<file path="config.mk">
export PLATFORM = sky130hd
export DESIGN_NAME = fft_out_serializer
export DESIGN_NICKNAME = d
export VERILOG_FILES = /design/src/rtl/fft_out_serializer.sv
export SDC_FILE = /design/constraint.sdc
export NUM_CORES = 1
export LEC_CHECK = 0
export CORE_MARGIN = 2
export CORE_UTILIZATION = 60
export CTS_CLUSTER_SIZE = 30
export DETAILED_ROUTE_END_ITERATION = 12
export PLACE_DENSITY = 0.86
export SLEW_MARGIN = 5
export SYNTH_ARGS = -nofsm -noshare
export SYNTH_HDL_FRONTEND = slang
export SYNTH_SLANG_ARGS = --single-unit
</file>
<file path="constraint.sdc">
create_clock -name clk -period 16.7 [get_ports clk]
set_input_delay 3.34 -clock clk [delete_from_list [all_inputs] [get_ports clk]]
set_output_delay 3.34 -clock clk [all_outputs]
set_load 0.005 [all_outputs]
</file>
<file path="src/rtl/fft_out_serializer.sv">
// Ping-pong frame buffer that takes one parallel 8-bin complex FFT frame per
// transfer and streams it out one bin per cycle over a valid/ready interface.
module fft_out_serializer #(
    parameter int unsigned WIDTH  = 16,
    parameter int unsigned FRAMES = 2
) (
    input  logic                    clk,
    input  logic                    rst,
    input  logic                    in_valid,
    output logic                    in_ready,
    input  logic signed [WIDTH-1:0] x_in_0_real,
    input  logic signed [WIDTH-1:0] x_in_0_imag,
    input  logic signed [WIDTH-1:0] x_in_1_real,
    input  logic signed [WIDTH-1:0] x_in_1_imag,
    input  logic signed [WIDTH-1:0] x_in_2_real,
    input  logic signed [WIDTH-1:0] x_in_2_imag,
    input  logic signed [WIDTH-1:0] x_in_3_real,
    input  logic signed [WIDTH-1:0] x_in_3_imag,
    input  logic signed [WIDTH-1:0] x_in_4_real,
    input  logic signed [WIDTH-1:0] x_in_4_imag,
    input  logic signed [WIDTH-1:0] x_in_5_real,
    input  logic signed [WIDTH-1:0] x_in_5_imag,
    input  logic signed [WIDTH-1:0] x_in_6_real,
    input  logic signed [WIDTH-1:0] x_in_6_imag,
    input  logic signed [WIDTH-1:0] x_in_7_real,
    input  logic signed [WIDTH-1:0] x_in_7_imag,
    output logic                    out_valid,
    input  logic                    out_ready,
    output logic signed [WIDTH-1:0] out_real,
    output logic signed [WIDTH-1:0] out_imag,
    output logic [2:0]              out_index,
    output logic                    out_last
);

    localparam int unsigned BINS  = 8;
    localparam int unsigned IDX_W = 3;
    localparam int unsigned CNT_W = 2;

    logic signed [WIDTH-1:0] in_re [BINS];
    logic signed [WIDTH-1:0] in_im [BINS];

    logic signed [WIDTH-1:0] buf_re_q [FRAMES][BINS];
    logic signed [WIDTH-1:0] buf_im_q [FRAMES][BINS];

    logic             wr_sel_q, wr_sel_d;
    logic             rd_sel_q, rd_sel_d;
    logic [CNT_W-1:0] count_q, count_d;
    logic [IDX_W-1:0] idx_q, idx_d;

    logic in_fire;
    logic out_fire;
    logic frame_release;

    // Gather the parallel input ports into indexable arrays.
    assign in_re[0] = x_in_0_real;
    assign in_im[0] = x_in_0_imag;
    assign in_re[1] = x_in_1_real;
    assign in_im[1] = x_in_1_imag;
    assign in_re[2] = x_in_2_real;
    assign in_im[2] = x_in_2_imag;
    assign in_re[3] = x_in_3_real;
    assign in_im[3] = x_in_3_imag;
    assign in_re[4] = x_in_4_real;
    assign in_im[4] = x_in_4_imag;
    assign in_re[5] = x_in_5_real;
    assign in_im[5] = x_in_5_imag;
    assign in_re[6] = x_in_6_real;
    assign in_im[6] = x_in_6_imag;
    assign in_re[7] = x_in_7_real;
    assign in_im[7] = x_in_7_imag;

    // Handshake status depends on registered state only; no same-cycle drain bypass.
    assign in_ready      = !rst && (count_q < CNT_W'(FRAMES));
    assign out_valid     = (count_q != '0);
    assign in_fire       = in_valid && in_ready;
    assign out_fire      = out_valid && out_ready;
    assign frame_release = out_fire && (idx_q == IDX_W'(BINS - 1));

    assign out_real  = buf_re_q[rd_sel_q][idx_q];
    assign out_imag  = buf_im_q[rd_sel_q][idx_q];
    assign out_index = idx_q;
    assign out_last  = out_valid && (idx_q == IDX_W'(BINS - 1));

    // Next-state for the pointer/occupancy registers.
    always_comb begin
        wr_sel_d = wr_sel_q;
        rd_sel_d = rd_sel_q;
        count_d  = count_q;
        idx_d    = idx_q;

        if (in_fire) begin
            wr_sel_d = !wr_sel_q;
        end
        if (out_fire) begin
            idx_d = idx_q + IDX_W'(1);
        end
        if (frame_release) begin
            rd_sel_d = !rd_sel_q;
        end
        case ({in_fire, frame_release})
            2'b10:   count_d = count_q + CNT_W'(1);
            2'b01:   count_d = count_q - CNT_W'(1);
            default: count_d = count_q;
        endcase
    end

    always_ff @(posedge clk) begin
        if (rst) begin
            wr_sel_q <= 1'b0;
            rd_sel_q <= 1'b0;
            count_q  <= '0;
            idx_q    <= '0;
            for (int f = 0; f < int'(FRAMES); f++) begin
                for (int k = 0; k < int'(BINS); k++) begin
                    buf_re_q[f][k] <= '0;
                    buf_im_q[f][k] <= '0;
                end
            end
        end else begin
            wr_sel_q <= wr_sel_d;
            rd_sel_q <= rd_sel_d;
            count_q  <= count_d;
            idx_q    <= idx_d;
            if (in_fire) begin
                for (int k = 0; k < int'(BINS); k++) begin
                    buf_re_q[wr_sel_q][k] <= in_re[k];
                    buf_im_q[wr_sel_q][k] <= in_im[k];
                end
            end
        end
    end

endmodule

</file>
Word level (Yosys, flattened, before mapping)
Memories as Yosys holds them, arrays and structs flattened. A register that Yosys moved wholly into a read port is not among the register bits. Cells that the tools add are included.

Bits in registers: 7. Bits in latches: 0. Memory bits (writable): 512. Memory bits (read-only): 0. Input port bits: 260. Output and inout bits: 38. Logic and storage cells: 49. Memories: 2.

Memories: buf_im_q (words 2, bits a word 128, rd ports 1, clocked after memory_dff 1, wr ports 2, RTL line 43) `logic signed [WIDTH-1:0] buf_im_q [FRAMES][BINS];`; buf_re_q (words 2, bits a word 128, rd ports 1, clocked after memory_dff 1, wr ports 2, RTL line 42) `logic signed [WIDTH-1:0] buf_re_q [FRAMES][BINS];`.

$add $sub $neg: 3. Multiply operators: 0. Div/mod/pow operators: 0. $lt $le $gt $ge: 2. Equal/unequal tests: 3. Shift-type cells: 0. Multiplexer cells: 22. Bitwise gates (word level): 1. Reduce and logical (&&, ||, !) cells: 12.

Operators with widths (number): two-way mux 128 bit (2); OR reduction 128 bit (2); binary-select mux 16 bit (select 3 bit) (2); two-way mux 16 bit (4); two-way mux 1 bit (13); logical AND 1 bit (5); >= comparator 4 bit (second input constant) (1); NOT 3 -> 4 bit (1); one-hot mux 2 bit (2 select lines) (1); nonzero test 2 bit (2); adder 3 x 1 -> 3 bit (second input constant) (1); == test 3 bit (second input constant) (1); zero test 1 bit (3); adder 2 x 1 -> 2 bit (second input constant) (1); == test 2 x 1 -> 1 bit (second input constant) (1); == test 2 bit (second input constant) (1); less-than comparator 2 bit (second input constant) (1); subtractor 2 x 1 -> 2 bit (second input constant) (1).

Logic depth before layout (Yosys ltp)
Gate-level depths: netlist of the first run.

Depth in word-level cells: 8. Depth in mapped cells: 8.

Least setup slack after synthesis of the first run
No wires, ideal clock.

Path kind: input to register. Start: input port in_valid. End: memory buf_im_q[1][0] (netlist name), enable pin. Arrival time: 8.418 ns. Path slack: 7.698 ns. Cell stages on the path: 3. Buffers on the path: 1. Path through: nor3b_4 -> clkbuf_1 -> a21o_1.

RTL lines: from (decl) (RTL line 9) `input logic in_valid,`; to (decl) (RTL line 43).

Worst setup path in the final report of the first run
Start: input port rst. End: output port in_ready.

Cells in the longest elaborated chain, start to end: 2.

Ends and longest elaborated chain: from (decl) (RTL line 8) `input logic rst,`; zero test 1 bit (RTL line 73) `assign in_ready = !rst && (count_q < CNT_W'(FRAMES));`; logical AND 1 bit (RTL line 73); to (decl) (RTL line 10) `output logic in_ready,`.

No other way between the ends.

==> results of run 1 <==
worst max-delay path, stage by stage:
cell,delay [ns]
clkdlybuf4s50_1,0.71
nor2_1,0.21
clkdlybuf4s50_1,0.52
registers in the layout, summed over array words and instances, names as in the netlist, named ones only:
| signal | cells |
|---|---|
| buf_re_q | 256 |
| count_q | 2 |
| rd_sel_q | 1 |
| wr_sel_q | 1 |
| out_index | 3 |
| buf_im_q | 256 |
per-layer routing:
layer	share of wire [%]	wire [µm]	global-route usage, %	vias to the layer above
li1	-	-	-	5773
met1	38	20400	37.5	6593
met2	50	26500	43.0	552
met3	8.7	4650	5.08	107
met4	3.2	1720	10.8	4
met5	0.051	27	0	-
synth_stat cells, types with 3 or more instances:
cell type,number,share of area (%)
buf_4,10,0.33
nor2_1,9,0.15
a22oi_1,64,2.1
mux4_2,128,13
xor2_1,3,0.11
clkbuf_1,50,0.82
nand2_1,32,0.52
and3_1,32,0.87
and2_1,482,13
buf_2,13,0.28
ha_1,3,0.16
buf_1,9,0.15
dfxtp_1,8,0.70
clkbuf_2,21,0.46
edfxtp_1,512,67
logic make-up after synthesis:
| family | synth area share (%) |
|---|---|
| and+or+nand+nor | 14.9 |
| xor gates and xnor gates | 0.191 |
| adders and majority gates | 0.164 |
| muxes | 12.6 |
| DFF | 67.7 |
| AOI/OAI and AO/OA | 2.26 |
| buffers and inverters | 2.12 |
per-stage QoR:
stage / power, mW / util, % / hold WS [ns] / instance area (µm²) / instances
CTS: 2.99 / 74.0 / 0.516 / 27900 / 2207
global placement: 1.87 / 69.7 / 0.489 / 26300 / 2116
global route: 3.06 / 74.2 / 0.547 / 27900 / 2224
detailed placement: 1.88 / 69.7 / 0.512 / 26300 / 2116
finish: 2.97 / 74.2 / 0.518 / 27900 / 2225
floorplan: 1.74 / - / 0.472 / 22900 / 1396
worst max-delay path by stage:
| stage | startpoint | end | slack [ns] | cells past startpoint |
|---|---|---|---|---|
| final | rst | in_ready | 8.59 | 3 |
| after floorplan | in_valid | buf_im_q[1][0]$_DFFE_PP_ | 7.70 | 3 |
| after global placement | rst | in_ready | 8.59 | 3 |
| after CTS | rst | in_ready | 8.60 | 3 |
| after detailed placement | rst | in_ready | 8.61 | 3 |
| after global routing | rst | in_ready | 8.50 | 3 |
layout make-up:
| cell class | count | area (µm²) |
|---|---|---|
| diodes | 18 | 45.0 |
| repair buffers | 313 | 3110 |
| inverters | 2 | 7.51 |
| multi-input cells | 770 | 6970 |
| well taps | 511 | 639 |
| clock buffers | 69 | 1450 |
| clock inverters | 22 | 183 |
| flip-flops and latches | 520 | 15500 |
| fillers | 2304 | 9730 |
power groups by stage:
stage                     sequential (mW)  combinational (mW)  clock, mW
after floorplan                      1.59               0.149          0
after global placement               1.59               0.280          0
after detailed placement             1.59               0.286          0
after CTS                            1.57               0.288       1.13
after global routing                 1.57               0.308       1.18
final                                1.57               0.287       1.12
==> impl_metrics.json, run 1 <==
{
  "netlist_area_um2": 22900,
  "die_w_um": 200,
  "setup_tns_ns": 0,
  "finalClockSkew_ns": 0.0196,
  "dp_hpwl_um": 32700,
  "ys_async_sr_fraction_pct": 0,
  "path_class": "in -> out",
  "min_delay_worst_endpoint": "rd_sel_q$_SDFFE_PP0P_",
  "io_buffer_count": 297,
  "worst_slack_ns": 8.59,
  "tritoncts": "built",
  "max_slew_margin_pct": 17.9,
  "critical_path.startpoint_type": "primary input",
  "period_share_pct": 48.6,
  "synth.lib_cells_used.distinct": 29,
  "post_cts.repair.setup_buffers": 0,
  "clkPwrFrac_pct": 37.7,
  "critPathRequiredTime_ns": 13.36,
  "worst_r2r_startpoint": "count_q[1]$_SDFFE_PP0P_",
  "yosysWarningCount": 0,
  "via_count": 13029,
  "rsz0062_at_grt": "false",
  "largest_net_degree_at_the_start_of_global_routing": 260,
  "drt_iter0_drc": 1325,
  "timing.reg2reg.setup_slack_ns": 12.66,
  "power_leakage_nw": 10.1,
  "report.final.hold_viol_count": 0,
  "p_comb_share_pct": 9.7,
  "grt_antenna_before_repair": 21,
  "detail_route.first_pass.iterations": 5,
  "initial_utilization_pct": 60.9,
  "run_status": "finished, final reports clean",
  "p_int_mw": 2.34,
  "cells_on_worst_reg2reg_path": 5,
  "r2r_end": "buf_im_q[1][67]$_DFFE_PP_",
  "postSynthNetCount": 1659,
  "synth_seq_area_share_pct": 67.7,
  "switchingPower_uw": 631,
  "syn_to_final_growth_pct": 21.7,
  "overall_global_routing_resource_usage_pct": 27.0,
  "grt_pass1_vias": 13451,
  "dieHeight_um": 200,
  "avgRoutedWirePerCell_um": 24.0,
  "power.share.sequential_pct": 52.7,
  "min_path_type": "reg -> reg",
  "maximum_number_of_buffers_from_clock_root_to_sink": 3,
  "ys_seq_elements": 520,
  "pwr_density_cell_nw_per_um2": 106,
  "edff_count_synth": 512,
  "fp.dieArea_um2": 39800,
  "layout_commonest_cell": "edfxtp_1",
  "min-delay-start": "rd_sel_q$_SDFFE_PP0P_",
  "cts_max_level": 2,
  "detailedPlace.worstSlack_ns": 8.61,
  "setup_viol": 0,
  "crit_fanout": 13,
  "standard_cell_core_area_um2": 37700,
  "cp_data_arrival_time_ns": 4.77,
  "cts.root.buffer_cell": "clkbuf_16",
  "route.detailed.drc": 0,
  "peakVddDrop_mv": 0.0798,
  "max-cap-violations": 0,
  "gpl.final_weighted_congestion": 0.813,
  "wirelength_um": 53400,
  "route.detailed.vias_per_inst": 5.86,
  "drive_above_1_share_pct": 13.7,
  "max_clock_freq_mhz": 123,
  "grt_first_pass_wirelength_um": 78700,
  "global_route.overflow_total": 0,
  "total_number_of_placement_rows": 71,
  "fin_crit_ns": 8.11,
  "worstHoldPathCells": 2,
  "number_of_nets_in_the_layout": 1921,
  "final-max-slew-violation-count": 0,
  "final_cell_mix": "edfxtp_1 (512), and2_1 (482), clkdlybuf4s50_1 (297)",
  "synth_flop_cell": "edfxtp_1",
  "worst_setup_path_end_kind": "output pin",
  "worstMarginPinSlew_ns": 1.23,
  "antenna_violating_nets_post_route": 0,
  "netlist_instances": 1396,
  "synth.avg_cell_area_um2": 16.4,
  "clock_sinks": 520,
  "pin_count": 298,
  "power.share.switching_pct": 21.2,
  "numCtsBuffers": 51,
  "clk-insertion-delay-late_ns": 0.57,
  "cts.clk_slew.worst_paths_ns": 0.06,
  "cts_hold_repair.buffers": 0,
  "cts_resized": 0
}
(Power assumes the default switching activity.)
==> run 2: changes to the inputs <==
--- a/config.mk
+++ b/config.mk
@@ -6,10 +6,10 @@
 export NUM_CORES = 1
 export LEC_CHECK = 0
 export CORE_MARGIN = 2
-export CORE_UTILIZATION = 60
+export CORE_UTILIZATION = 56
 export CTS_CLUSTER_SIZE = 30
 export DETAILED_ROUTE_END_ITERATION = 12
-export PLACE_DENSITY = 0.86
+export PLACE_DENSITY = 0.81
 export SLEW_MARGIN = 5
 export SYNTH_ARGS = -nofsm -noshare
 export SYNTH_HDL_FRONTEND = slang
==> constraint.sdc (replaced) <==
create_clock -name clk -period 7.5 [get_ports clk]
set_input_delay 1.5 -clock clk [delete_from_list [all_inputs] [get_ports clk]]
set_output_delay 1.5 -clock clk [all_outputs]
set_load 0.005 [all_outputs]
==> impl_metrics.json, run 2 (synthesis results as in run 1) <==
{
  "run_status": "finished, final reports clean",
  "max_clock_freq_mhz": 187,
  "peakVddDrop_mv": 0.146,
  "clkPwrFrac_pct": 37.5,
  "largest_net_degree_at_the_start_of_global_routing": 261,
  "clk-insertion-delay-late_ns": 0.59,
  "cts.clk_slew.worst_paths_ns": 0.06,
  "number_of_nets_in_the_layout": 1924,
  "cp_data_arrival_time_ns": 3.84,
  "initial_utilization_pct": 56.5,
  "total_power_mw": 6.60,
  "standard_cell_core_area_um2": 40600,
  "cts_max_level": 2,
  "power.share.switching_pct": 21.2,
  "io_buffer_count": 297,
  "clock_sinks": 520,
  "final-max-slew-violation-count": 0,
  "wirelength_um": 52900,
  "pwr_density_cell_nw_per_um2": 236,
  "fp.dieArea_um2": 42600,
  "max_slew_margin_pct": 8.01,
  "sequential_cell_area_um2": 15500,
  "pin_count": 298,
  "crit_top_cell": "buf_4",
  "finalClockSkew_ns": 0.0203,
  "syn_to_final_growth_pct": 22.1,
  "avgRoutedWirePerCell_um": 23.5,
  "fin_crit_ns": 5.34,
  "die_w_um": 206,
  "path_class": "reg -> out",
  "grt_antenna_before_repair": 13,
  "multi_input_area_um2": 6960,
  "dieHeight_um": 206,
  "worstMarginPinSlew_ns": 1.38,
  "total_number_of_placement_rows": 74,
  "crit_fanout": 39,
  "final.fill_count": 2642,
  "via_count": 12946,
  "final_cell_mix": "edfxtp_1 (512), and2_1 (482), clkdlybuf4s50_1 (297)",
  "maximum_number_of_buffers_from_clock_root_to_sink": 3,
  "overall_global_routing_resource_usage_pct": 25.2,
  "dp_hpwl_um": 31600,
  "critical_path.startpoint_type": "flip-flop",
  "grt_first_pass_wirelength_um": 78700,
  "antenna_violating_nets_post_route": 0,
  "setup_viol": 0,
  "cp_cell_sequence": "buf_4, buf_4, mux4_2, a22oi_1, nand2_1, clkdlybuf4s50_1",
  "numCtsBuffers": 51,
  "drt_iter0_drc": 1242,
  "drive_above_1_share_pct": 13.2,
  "setup_tns_ns": 0,
  "cts.root.buffer_cell": "clkbuf_16",
  "max-cap-violations": 0,
  "post_cts.repair.setup_buffers": 0,
  "power_leakage_nw": 10.1,
  "hold_slack_ns": 0.507,
  "tritoncts": "built",
  "layout_commonest_cell": "edfxtp_1",
  "global_route.overflow_total": 0,
  "report.final.hold_viol_count": 0,
  "critical-path-max-stage-delay_ns": 0.91,
  "power.share.sequential_pct": 52.7,
  "min_path_type": "reg -> reg",
  "critPathRequiredTime_ns": 6.00,
  "worst_setup_path_end_kind": "output pin",
  "p_comb_share_pct": 9.7,
  "route.detailed.vias_per_inst": 5.76,
  "detail_route.first_pass.iterations": 5,
  "worst_path_max_delay_cell": "dfxtp_4",
  "p_int_mw": 5.20,
  "rsz0062_at_grt": "false",
  "period_share_pct": 71.2,
  "grt_pass1_vias": 13420,
  "switchingPower_mw": 1.40,
  "route.detailed.drc": 0,
  "gpl.final_weighted_congestion": 0.814,
  "cts_hold_repair.buffers": 0,
  "cts_resized": 0
}
run 2: cell types whose count changed in the layout (fill, tap and decap cells not counted), moves of 2 or more:
cell / before / now
buf_12: 1 / 8
buf_4: 15 / 11
clkbuf_1: 10 / 14
clkbuf_8: 6 / 0
clkinv_1: 5 / 15
clkinv_2: 13 / 6
clkinvlp_4: 0 / 2
diode_2: 18 / 13
run 2: per-layer routing:
| metal | vias to the layer above | global-route usage [%] | share of wire (%) |
|---|---|---|---|
| met4 | 6 | 8.78 | 2.8 |
| met2 | 452 | 39.2 | 48 |
| met3 | 98 | 5.77 | 7.6 |
| met1 | 6602 | 35.3 | 41 |
| li1 | 5788 | - | - |
| met5 | - | 0 | 0.074 |
run 2: layout make-up:
cell class,count,share of cell area [%]
inverter,2,0.0268
clock inverter,28,0.821
timing repair buffer,316,11.5
clock buffer,67,4.92
tap,532,2.37
sequential,520,55.5
antenna,13,0.116
multi-input combinational,770,24.8
run 2: path summary, 6_finish.rpt:
| kind | slack (ns) | endpoint | cells after the start | start |
|---|---|---|---|---|
| setup / recovery | 2.16 | out_imag[15] | 6 | flip-flop |
| hold / removal | 0.51 | rd_sel_q$_SDFFE_PP0P_ | 2 | rd_sel_q$_SDFFE_PP0P_ |
| setup reg to reg | 4.18 | buf_re_q[0][118]$_SDFFCE_PN0P_ | 6 | count_q[1]$_SDFFE_PP0P_ |
| hold reg to reg | 0.51 | rd_sel_q$_SDFFE_PP0P_ | 2 | rd_sel_q$_SDFFE_PP0P_ |
run 2: critical path, delay by kind of cell (launching register included):
kind / cells / cell delay (ns)
AO/OA/AOI/OAI: 1 / 0.29
AND/OR/NAND/NOR: 1 / 0.10
buffers and inverters: 3 / 1.41
multiplexers: 1 / 0.51
flip-flops: 1 / 0.91
run 2: through the flow:
stage | setup WS, ns | util (%) | std cells | instance area (µm²)
global route | 1.87 | 68.9 | 2245 | 28000
CTS | 2.06 | 68.9 | 2235 | 28000
finish | 2.16 | 69.0 | 2248 | 28000
detailed placement | 2.21 | 64.9 | 2140 | 26400
global placement | 2.26 | 64.9 | 2140 | 26400
floorplan | 0.338 | - | 1396 | 22900
run 2: power by group through the flow:
stage,Combinational (mW),Sequential [mW],Clock (mW)
CTS,0.648,3.49,2.52
floorplan,0.332,3.54,0
detailed placement,0.644,3.55,0
global placement,0.634,3.53,0
finish,0.643,3.48,2.48
global route,0.692,3.50,2.62
==> run 3: changes to the inputs <==
==> constraint.sdc (replaced) <==
create_clock -name clk -period 5.6 [get_ports clk]
set_input_delay 1.12 -clock clk [delete_from_list [all_inputs] [get_ports clk]]
set_output_delay 1.12 -clock clk [all_outputs]
set_load 0.005 [all_outputs]
==> impl_metrics.json, run 3 (synthesis results as in run 1) <==
{
  "drt_iter0_drc": 1377,
  "min_path_type": "reg -> reg",
  "avgRoutedWirePerCell_um": 23.9,
  "clock_sinks": 520,
  "fp.dieArea_um2": 42600,
  "worstHoldPathCells": 2,
  "overall_global_routing_resource_usage_pct": 25.4,
  "cts.clk_slew.worst_paths_ns": 0.06,
  "antenna_violating_nets_post_route": 0,
  "detailedPlace.worstSlack_ns": 1.58,
  "report.final.hold_viol_count": 0,
  "critical_path_depth": 6,
  "global_route.overflow_total": 0,
  "gpl.final_weighted_congestion": 0.823,
  "cts.root.buffer_cell": "clkbuf_16",
  "setup_tns_ns": 0,
  "crit_fanout": 37,
  "route.detailed.drc": 0,
  "cts_max_level": 2,
  "routed-wl-met3_um": 4140,
  "max-cap-violations": 0,
  "dp_hpwl_um": 33900,
  "max_slew_margin_pct": 20.5,
  "critical_path.startpoint_type": "flip-flop",
  "max_clock_freq_mhz": 219,
  "fin_crit_ns": 4.57,
  "grt_pass1_vias": 13425,
  "clk-insertion-delay-late_ns": 0.58,
  "rsz0062_at_grt": "false",
  "route.detailed.vias_per_inst": 5.80,
  "run_status": "finished, final reports clean",
  "maximum_number_of_buffers_from_clock_root_to_sink": 3,
  "pin_count": 298,
  "standard_cell_core_area_um2": 40600,
  "tritoncts": "built",
  "post_cts.repair.setup_buffers": 0,
  "cells_on_worst_reg2reg_path": 8,
  "dieHeight_um": 206,
  "syn_to_final_growth_pct": 22.9,
  "drive_above_1_share_pct": 14.3,
  "layout_commonest_cell": "edfxtp_1",
  "numCtsBuffers": 51,
  "critPathRequiredTime_ns": 4.48,
  "hold_slack_ns": 0.505,
  "grt_first_pass_wirelength_um": 79400,
  "cts_resized": 0,
  "route.top_layer_used": "met4",
  "detailroute.wirelength.met2_um": 26100,
  "cp_cell_sequence": "buf_12, buf_4, mux4_2, a22oi_1, nand2_1, clkdlybuf4s50_1",
  "number_of_nets_in_the_layout": 1930,
  "initial_utilization_pct": 56.5,
  "post-place-cells": 2146,
  "power_leakage_nw": 10.2,
  "grt_antenna_before_repair": 15,
  "final_cell_mix": "edfxtp_1 (512), and2_1 (482), clkdlybuf4s50_1 (297)",
  "cts_hold_repair.buffers": 0,
  "finalClockSkew_ns": 0.0178,
  "detail_route.first_pass.iterations": 5,
  "final_cell_count_no_fill": 2256,
  "largest_net_degree_at_the_start_of_global_routing": 257,
  "finalCoreUtilization_pct": 69.4,
  "period_share_pct": 81.6,
  "worst_slack_ns": 1.03,
  "worstMarginPinSlew_ns": 1.19,
  "critical_path_buf_inv_count": 3,
  "die_w_um": 206,
  "setup_viol": 0,
  "kind_of_cell_with_the_highest_combined_delay_on_the_critical_path": "buffers and inverters",
  "m1WireLength_um": 22200,
  "wirelength_um": 53900,
  "cp_data_arrival_time_ns": 3.45,
  "total_number_of_placement_rows": 74,
  "pwr_density_cell_nw_per_um2": 320,
  "io_buffer_count": 297,
  "peakVddDrop_mv": 0.224,
  "final-max-slew-violation-count": 0,
  "path_class": "reg -> out",
  "critical-path-max-stage-delay_ns": 0.80,
  "worst_setup_path_end_kind": "output pin",
  "worst_path_max_delay_cell": "dfxtp_4",
  "via_count": 13089
}
[run 3: cell count changes in the layout (fill, tap and decap cells not counted), sizes merged]
cell | previous run | this run
bufinv | 4 | 7
clkbuf | 67 | 63
clkinvlp | 2 | 4
clkinv | 21 | 20
buf | 19 | 25
diode | 13 | 15
[run 3: final timing paths]
check        slack [ns]                       to                      start
max                1.03              out_real[3]                  flip-flop
min                0.51    rd_sel_q$_SDFFE_PP0P_      rd_sel_q$_SDFFE_PP0P_
max reg2reg        2.70  count_q[1]$_SDFFE_PP0P_  out_index[0]$_SDFFE_PP0P_
min reg2reg        0.51    rd_sel_q$_SDFFE_PP0P_      rd_sel_q$_SDFFE_PP0P_
[run 3: power by group]
part           switching [mW]  leakage (nW)  internal [mW]  total [mW]
registers              0.0856          5.42           4.59        4.68
clock network            1.44         0.831           2.04        3.49
logic                   0.394          3.94          0.464       0.858
[run 3: final cells by class]
cell class	instances	area, µm²
Sequential cell	520	15500
Fill cell	2643	12400
Multi-Input combinational cell	770	6960
Timing Repair Buffer	322	3270
Clock buffer	63	1350
Tap cell	532	666
Clock inverter	32	357
Antenna cell	15	37.5
Inverter	2	7.51
[run 3: tightest hold or removal path, cell delays in order (launching register included)]
cell and delay [ns]:
dfxtp_1 0.32, xor2_1 0.08, nor2_1 0.07
[run 3: per-layer routing]
layer,global-route usage (%),vias up
li1,-,5784
met1,36.4,6697
met2,38.9,530
met3,5.09,78
met4,9.54,0
met5,0,-
[run 3: through the flow]
stage	power, mW	cell area (µm²)
2_1_floorplan	5.18	22900
3_3_place_gp	5.58	26500
3_5_place_dp	5.62	26500
4_1_cts	9.06	28200
5_1_grt	9.27	28200
6_report	9.02	28200
